<file path="src/rtl/bomberman_pkg.sv">
// Shared types and widths for the bomb manager and its per-slot FSM.
// The blast-cross test lives here so every slot comparison uses one definition.
package bomberman_pkg;

    localparam int COORD_W = 4;
    localparam int LIVES_W = 2;
    localparam int TIMER_W = 4;

    typedef enum logic [1:0] {
        SLOT_FREE  = 2'd0,
        SLOT_FUSE  = 2'd1,
        SLOT_BLAST = 2'd2
    } slot_state_e;

    // True when tile (px,py) lies on the plus-shaped blast centred on (bx,by).
    function automatic logic in_cross(input logic [COORD_W-1:0] bx,
                                      input logic [COORD_W-1:0] by,
                                      input logic [COORD_W-1:0] px,
                                      input logic [COORD_W-1:0] py);
        int dx;
        int dy;
        dx = int'(bx) - int'(px);
        dy = int'(by) - int'(py);
        return ((dx == 0) && (dy >= -1) && (dy <= 1)) ||
               ((dy == 0) && (dx >= -1) && (dx <= 1));
    endfunction

endpackage

</file>
<file path="src/rtl/bomb_slot.sv">
// One bomb slot: FREE -> FUSE -> BLAST -> FREE, aged by the frame tick.
// detonate_o pulses on the tick that moves the slot from FUSE into BLAST.
module bomb_slot
    import bomberman_pkg::*;
#(
    parameter int FUSE_TICKS  = 8,
    parameter int BLAST_TICKS = 2
) (
    input  logic               clock,
    input  logic               reset,
    input  logic               clear_i,
    input  logic               tick_i,
    input  logic               alloc_i,
    input  logic               owner_i,
    input  logic [COORD_W-1:0] x_i,
    input  logic [COORD_W-1:0] y_i,
    output slot_state_e        state_o,
    output logic               owner_o,
    output logic [COORD_W-1:0] x_o,
    output logic [COORD_W-1:0] y_o,
    output logic               detonate_o
);

    slot_state_e        state_q, state_d;
    logic [TIMER_W-1:0] timer_q, timer_d;
    logic               owner_q, owner_d;
    logic [COORD_W-1:0] x_q, x_d;
    logic [COORD_W-1:0] y_q, y_d;

    always_ff @(posedge clock or posedge reset) begin
        if (reset) begin
            state_q <= SLOT_FREE;
            timer_q <= '0;
            owner_q <= 1'b0;
            x_q     <= '0;
            y_q     <= '0;
        end else begin
            state_q <= state_d;
            timer_q <= timer_d;
            owner_q <= owner_d;
            x_q     <= x_d;
            y_q     <= y_d;
        end
    end

    always_comb begin
        state_d    = state_q;
        timer_d    = timer_q;
        owner_d    = owner_q;
        x_d        = x_q;
        y_d        = y_q;
        detonate_o = 1'b0;
        if (clear_i) begin
            state_d = SLOT_FREE;
            timer_d = '0;
        end else begin
            case (state_q)
                SLOT_FREE: begin
                    // A fresh bomb is never aged by a tick in its placement cycle.
                    if (alloc_i) begin
                        state_d = SLOT_FUSE;
                        timer_d = TIMER_W'(FUSE_TICKS - 1);
                        owner_d = owner_i;
                        x_d     = x_i;
                        y_d     = y_i;
                    end
                end
                SLOT_FUSE: begin
                    if (tick_i) begin
                        if (timer_q == '0) begin
                            state_d    = SLOT_BLAST;
                            timer_d    = TIMER_W'(BLAST_TICKS - 1);
                            detonate_o = 1'b1;
                        end else begin
                            timer_d = timer_q - TIMER_W'(1);
                        end
                    end
                end
                SLOT_BLAST: begin
                    if (tick_i) begin
                        if (timer_q == '0) state_d = SLOT_FREE;
                        else               timer_d = timer_q - TIMER_W'(1);
                    end
                end
                default: begin
                    state_d = SLOT_FREE;
                    timer_d = '0;
                end
            endcase
        end
    end

    assign state_o = state_q;
    assign owner_o = owner_q;
    assign x_o     = x_q;
    assign y_o     = y_q;

endmodule

</file>
<file path="src/rtl/bomb_manager.sv">
// Bomb slot pool and player lives: placement arbitration, blast damage,
// and a combinational per-slot read port for the draw loop.
module bomb_manager
    import bomberman_pkg::*;
#(
    parameter int NUM_BOMBS      = 6,
    parameter int MAX_PER_PLAYER = 3,
    parameter int FUSE_TICKS     = 8,
    parameter int BLAST_TICKS    = 2,
    parameter int START_LIVES    = 3
) (
    input  logic               clock,
    input  logic               reset,
    input  logic               game_reset,
    input  logic               tick,
    input  logic               read_input,
    input  logic               p1_place,
    input  logic               p2_place,
    input  logic [COORD_W-1:0] p1_x,
    input  logic [COORD_W-1:0] p1_y,
    input  logic [COORD_W-1:0] p2_x,
    input  logic [COORD_W-1:0] p2_y,
    input  logic [2:0]         bomb_id,
    output logic               bomb_active,
    output logic               bomb_exploding,
    output logic [COORD_W-1:0] bomb_x,
    output logic [COORD_W-1:0] bomb_y,
    output logic [LIVES_W-1:0] p1_lives,
    output logic [LIVES_W-1:0] p2_lives
);

    localparam logic [LIVES_W-1:0] START_L = LIVES_W'(START_LIVES);

    slot_state_e          slot_state [NUM_BOMBS];
    logic                 slot_owner [NUM_BOMBS];
    logic [COORD_W-1:0]   slot_x     [NUM_BOMBS];
    logic [COORD_W-1:0]   slot_y     [NUM_BOMBS];
    logic [NUM_BOMBS-1:0] slot_det;
    logic [NUM_BOMBS-1:0] alloc1, alloc2;

    int   cnt1, cnt2, first_free, second_free;
    logic busy1, busy2, same_tile;
    logic p1_ok, p2_ok, game_over, hit1, hit2;

    logic [LIVES_W-1:0] p1_lives_q, p1_lives_d;
    logic [LIVES_W-1:0] p2_lives_q, p2_lives_d;

    assign game_over = (p1_lives_q == '0) || (p2_lives_q == '0);

    always_comb begin
        cnt1        = 0;
        cnt2        = 0;
        first_free  = -1;
        second_free = -1;
        busy1       = 1'b0;
        busy2       = 1'b0;
        for (int i = 0; i < NUM_BOMBS; i++) begin
            if (slot_state[i] == SLOT_FREE) begin
                if (first_free < 0)       first_free  = i;
                else if (second_free < 0) second_free = i;
            end else begin
                if (slot_owner[i]) cnt2++;
                else               cnt1++;
                if (slot_x[i] == p1_x && slot_y[i] == p1_y) busy1 = 1'b1;
                if (slot_x[i] == p2_x && slot_y[i] == p2_y) busy2 = 1'b1;
            end
        end
        same_tile = (p1_x == p2_x) && (p1_y == p2_y);
        p1_ok = read_input && p1_place && !game_over && (cnt1 < MAX_PER_PLAYER) &&
                !busy1 && (first_free >= 0);
        // P1 wins the lowest slot; P2 falls to the next one and yields a shared tile.
        p2_ok = read_input && p2_place && !game_over && (cnt2 < MAX_PER_PLAYER) &&
                !busy2 && (p1_ok ? ((second_free >= 0) && !same_tile) : (first_free >= 0));
        alloc1 = '0;
        alloc2 = '0;
        for (int i = 0; i < NUM_BOMBS; i++) begin
            if (p1_ok && (i == first_free)) alloc1[i] = 1'b1;
            if (p2_ok && (i == (p1_ok ? second_free : first_free))) alloc2[i] = 1'b1;
        end
    end

    for (genvar g = 0; g < NUM_BOMBS; g++) begin : g_slot
        bomb_slot #(
            .FUSE_TICKS (FUSE_TICKS),
            .BLAST_TICKS(BLAST_TICKS)
        ) u_slot (
            .clock     (clock),
            .reset     (reset),
            .clear_i   (game_reset),
            .tick_i    (tick),
            .alloc_i   (alloc1[g] | alloc2[g]),
            .owner_i   (alloc2[g]),
            .x_i       (alloc2[g] ? p2_x : p1_x),
            .y_i       (alloc2[g] ? p2_y : p1_y),
            .state_o   (slot_state[g]),
            .owner_o   (slot_owner[g]),
            .x_o       (slot_x[g]),
            .y_o       (slot_y[g]),
            .detonate_o(slot_det[g])
        );
    end

    // Several simultaneous blasts still cost a player only one life.
    always_comb begin
        hit1 = 1'b0;
        hit2 = 1'b0;
        for (int i = 0; i < NUM_BOMBS; i++) begin
            if (slot_det[i]) begin
                if (in_cross(slot_x[i], slot_y[i], p1_x, p1_y)) hit1 = 1'b1;
                if (in_cross(slot_x[i], slot_y[i], p2_x, p2_y)) hit2 = 1'b1;
            end
        end
    end

    always_comb begin
        p1_lives_d = p1_lives_q;
        p2_lives_d = p2_lives_q;
        if (game_reset) begin
            p1_lives_d = START_L;
            p2_lives_d = START_L;
        end else if (tick && !game_over) begin
            if (hit1 && p1_lives_q != '0) p1_lives_d = p1_lives_q - LIVES_W'(1);
            if (hit2 && p2_lives_q != '0) p2_lives_d = p2_lives_q - LIVES_W'(1);
        end
    end

    always_ff @(posedge clock or posedge reset) begin
        if (reset) begin
            p1_lives_q <= START_L;
            p2_lives_q <= START_L;
        end else begin
            p1_lives_q <= p1_lives_d;
            p2_lives_q <= p2_lives_d;
        end
    end

    assign p1_lives = p1_lives_q;
    assign p2_lives = p2_lives_q;

    always_comb begin
        bomb_active    = 1'b0;
        bomb_exploding = 1'b0;
        bomb_x         = '0;
        bomb_y         = '0;
        for (int i = 0; i < NUM_BOMBS; i++) begin
            if (int'(bomb_id) == i) begin
                bomb_active    = (slot_state[i] != SLOT_FREE);
                bomb_exploding = (slot_state[i] == SLOT_BLAST);
                bomb_x         = slot_x[i];
                bomb_y         = slot_y[i];
            end
        end
    end

endmodule

</file>
<file path="config.mk">
export PLATFORM = sky130hd
export DESIGN_NAME = bomb_manager
export DESIGN_NICKNAME = d
export VERILOG_FILES = /design/src/rtl/bomberman_pkg.sv /design/src/rtl/bomb_slot.sv /design/src/rtl/bomb_manager.sv
export SDC_FILE = /design/constraint.sdc
export NUM_CORES = 1
export LEC_CHECK = 0
export CAP_MARGIN = 10
export CORE_MARGIN = 8
export CORE_UTILIZATION = 35
export DETAILED_ROUTE_END_ITERATION = 10
export HOLD_SLACK_MARGIN = 0.06
export PLACE_DENSITY_LB_ADDON = 0.3
export SLEW_MARGIN = 5
export SYNTH_ARGS = -nofsm -noshare
export SYNTH_HDL_FRONTEND = slang
export SYNTH_SLANG_ARGS = --single-unit
</file>
<file path="constraint.sdc">
create_clock -name clock -period 6.3 [get_ports clock]
set_clock_uncertainty 0.15 [all_clocks]
set_input_delay 1.89 -clock clock [delete_from_list [all_inputs] [get_ports clock]]
set_output_delay 1.89 -clock clock [all_outputs]
set_load 0.005 [all_outputs]
</file>
==> flow_summary.yaml <==
run_status:
  status: "complete, no violations"
placement:
  hpwlAfterDp_um: 34300
  io_buffers: 39
  place_congestion: 0.972
  dpl_worst_slack_ns: 0.0600
clocking:
  cts_buffer_depth: 2
  cts.sinks: 94
  cts_tree: "done"
  path_clk_slew_ns: 0.07
  htreeDepth: 3
  cts_inserted_buffers: 9
  clock_latency_ns: 0.37
  post_cts_resized: 0
  cts_root_buffer: "clkbuf_16"
  cts_hold_buf: 0
  cts_setup_buffers: 0
critical_path:
  worst_r2r_startpoint: "g_slot[0].u_slot.state_o[0]"
  reg2reg_setup_slack_ns: 0.34
  path_cells: "clkdlybuf4s50_1 > mux4_2 > o21ai_0 > clkdlybuf4s50_1"
  crit_start: "bomb_id[0]"
  arrival_ns: 4.11
  worstRegToRegCells: 22
  worstSetupPathDepth: 4
  crit_path_start_kind: "input pin"
  critPathKind: "input pin to output port"
  endpoint: "bomb_exploding"
  cpMostUsedCell: "clkdlybuf4s50_1"
  critPathTopFamily: "buffers and inverters"
  crit_slowest_cell: "clkdlybuf4s50_1"
  r2r_end: "g_slot[0].u_slot.timer_q[0]"
  worstPathRequired_ns: 4.26
  endpoint_kind: "output port"
  cp_num_buf_inv: 2
  crit_fanout: 3
  crit_path_max_incr_delay_ns: 0.68
finish:
  drive_above_1_share_pct: 11.9
  diodes: 0
  layout_commonest_cell: "ha_1"
  fillers: 3547
  fin_nets: 1839
  final_core_utilization_pct: 40.9
  area_growth_pct: 15.4
  layout_common_cells: "ha_1, inv_1, nand2_1"
routing:
  drt-initial-drc-count: 868
  first_pass_iters: 5
  vias_per_cell: 5.83
  wl_per_cell_um: 20.2
  routed_wl_um: 42700
  drc_errors: 0
  ant_nets: 0
  vias: 12311
sta:
  fmax_mhz: 162
  setup_tns_ns: 0
  finalSetupViolations: 0
  worstMarginPinSlew_ns: 1.01
  hold-worst-slack_ns: 0.378
  post-route-min-period_ns: 6.15
  hold_violations: 0
  period_share_pct: 97.7
  setup_slack_ns: 0.146
  final-max-slew-violation-count: 0
  max_slew_margin_pct: 31.9
pwr:
  peakVddDrop_mv: 0.172
  p_leak_nw: 6.57
  power_density_mw_per_mm2: 279
synth:
  synth_edf_count: 0
  ys_async_sr_fraction_pct: 100
  synth_xor_area_share_pct: 4.09
  synthTopCellsByArea: "dfrtp_1, ha_1, mux2i_1, fa_1, inv_1"
  synth_area_mm2: 0.0126
  seq_area_frac_synth_pct: 18.7
  synth_simple_gate_area_share_pct: 22.9
  synthAdderAreaFrac_pct: 18.1
  synth_top_family_by_area: "simple AND/OR/NAND/NOR gates"
  syn_area_per_cell_um2: 8.14
  ys_warn_count: 0
  synth_flop_cell: "dfrtp_1"
  ys_types: 90
  syn_inst: 1546
  synth_compound_area_share_pct: 21.1
  synth_mux_area_share_pct: 9.28
  ys_seq_elements: 94
  syn_nets: 1740
  synth_top_area_cell: "dfrtp_1"
  yosysTopAreaCellShare_pct: 17.9
grt:
  antenna_found_initial: 1
  grt_pass1_vias: 12104
  grt_pass1_wl_um: 67500
  grt_max_degree: 72
  grt_overflow: 0
  grtUsageTotal_pct: 20.3
die:
  die_y_um: 206
  dieArea_mm2: 0.0423
  die_x_um: 206
  row_count: 69
  initial_core_util_pct: 35.5
  io_pins: 40
  core-area_mm2: 0.0355
run:
  drv_cap: 0
hold_path:
  min_path_type: "flip-flop to flip-flop"
state kept, by name (all words and copies together), names as in the netlist:
name                   flops
g_slot.u_slot.owner_o      6
g_slot.u_slot.timer_q     24
g_slot.u_slot.y_o         24
g_slot.u_slot.x_o         24
p2_lives                   2
g_slot.u_slot.state_o     12
p1_lives                   2
metrics by stage:
step,cell area (um^2),total power (W),std cells
final,14500,0.00405,2111
after global routing,14500,0.00442,2111
after CTS,14500,0.00402,2111
after detailed placement,14200,0.00341,2095
after global placement,14200,0.00332,2095
after floorplan,12600,0.00271,1546
layout make-up:
type,count,area [um^2],area share [%]
flip-flops and latches,94,2360,16.2
clock buffers,9,225,1.55
clock inverters,7,88.8,0.612
multi-input cells,1267,9530,65.7
inverters,130,492,3.39
repair buffers,143,1240,8.55
well taps,461,577,3.97
where the power goes:
part	switching [W]	internal, W
Clock	0.000266	0.000347
Combinational	0.00135	0.00110
Sequential	0.000256	0.000731
cells by family after synthesis:
kind of cell	after synthesis
AOI/OAI and AO/OA	382
DFF	94
xor gates and xnor gates	53
adders and majority gates	168
buffers and inverters	185
muxes	108
and+or+nand+nor	556
synth_stat cells, types with 5 or more instances:
master	n
ha_1	144
inv_1	128
nand2_1	124
nor2_1	111
o21ai_0	92
dfrtp_1	90
mux2i_1	75
a21oi_1	72
nor3_1	61
nor2b_1	44
clkbuf_1	36
xor2_1	32
nand3_1	31
nand4_1	30
mux2_2	29
nor3b_1	27
fa_1	24
nor4_1	24
a21o_1	23
nand3b_1	23
a21boi_0	21
nand2b_1	17
o211ai_1	17
xnor2_1	17
or3_1	15
o21a_1	14
o31ai_1	14
or2_2	13
and2_1	11
buf_1	11
o22ai_1	11
a311oi_1	9
a31oi_1	9
o2111ai_1	8
a221oi_1	7
a22oi_1	7
o221ai_1	7
o41a_1	7
or4_1	6
and3_1	5
how the worst min path moves through the flow:
| stage | from | endpoint | slack (ns) | cells after the start |
|---|---|---|---|---|
| final | g_slot[2].u_slot.timer_q[1] | g_slot[2].u_slot.timer_q[1] | 0.38 | 2 |
| after global routing | g_slot[0].u_slot.timer_q[3] | g_slot[0].u_slot.timer_q[3] | 0.41 | 1 |
| after floorplan | g_slot[1].u_slot.y_o[0] | g_slot[1].u_slot.y_o[0] | 0.32 | 2 |
| after global placement | g_slot[1].u_slot.timer_q[3] | g_slot[1].u_slot.timer_q[3] | 0.36 | 1 |
| after detailed placement | g_slot[1].u_slot.timer_q[3] | g_slot[1].u_slot.timer_q[3] | 0.36 | 1 |
| after CTS | g_slot[1].u_slot.timer_q[3] | g_slot[1].u_slot.timer_q[3] | 0.38 | 1 |
worst min-delay path: stages, from the launching register on:
cell	delay [ns]
dfrtp_1	0.38
nand2_1	0.06
o31ai_1	0.05
metal layers:
metal	GRT usage [%]	wire length (um)	vias up
li1	-	-	5874
met3	2.22	2180	70
met5	0	12	-
met2	34.2	20000	352
met4	6.74	1280	2
met1	26.6	19200	6013
(Power assumes the default switching activity.)
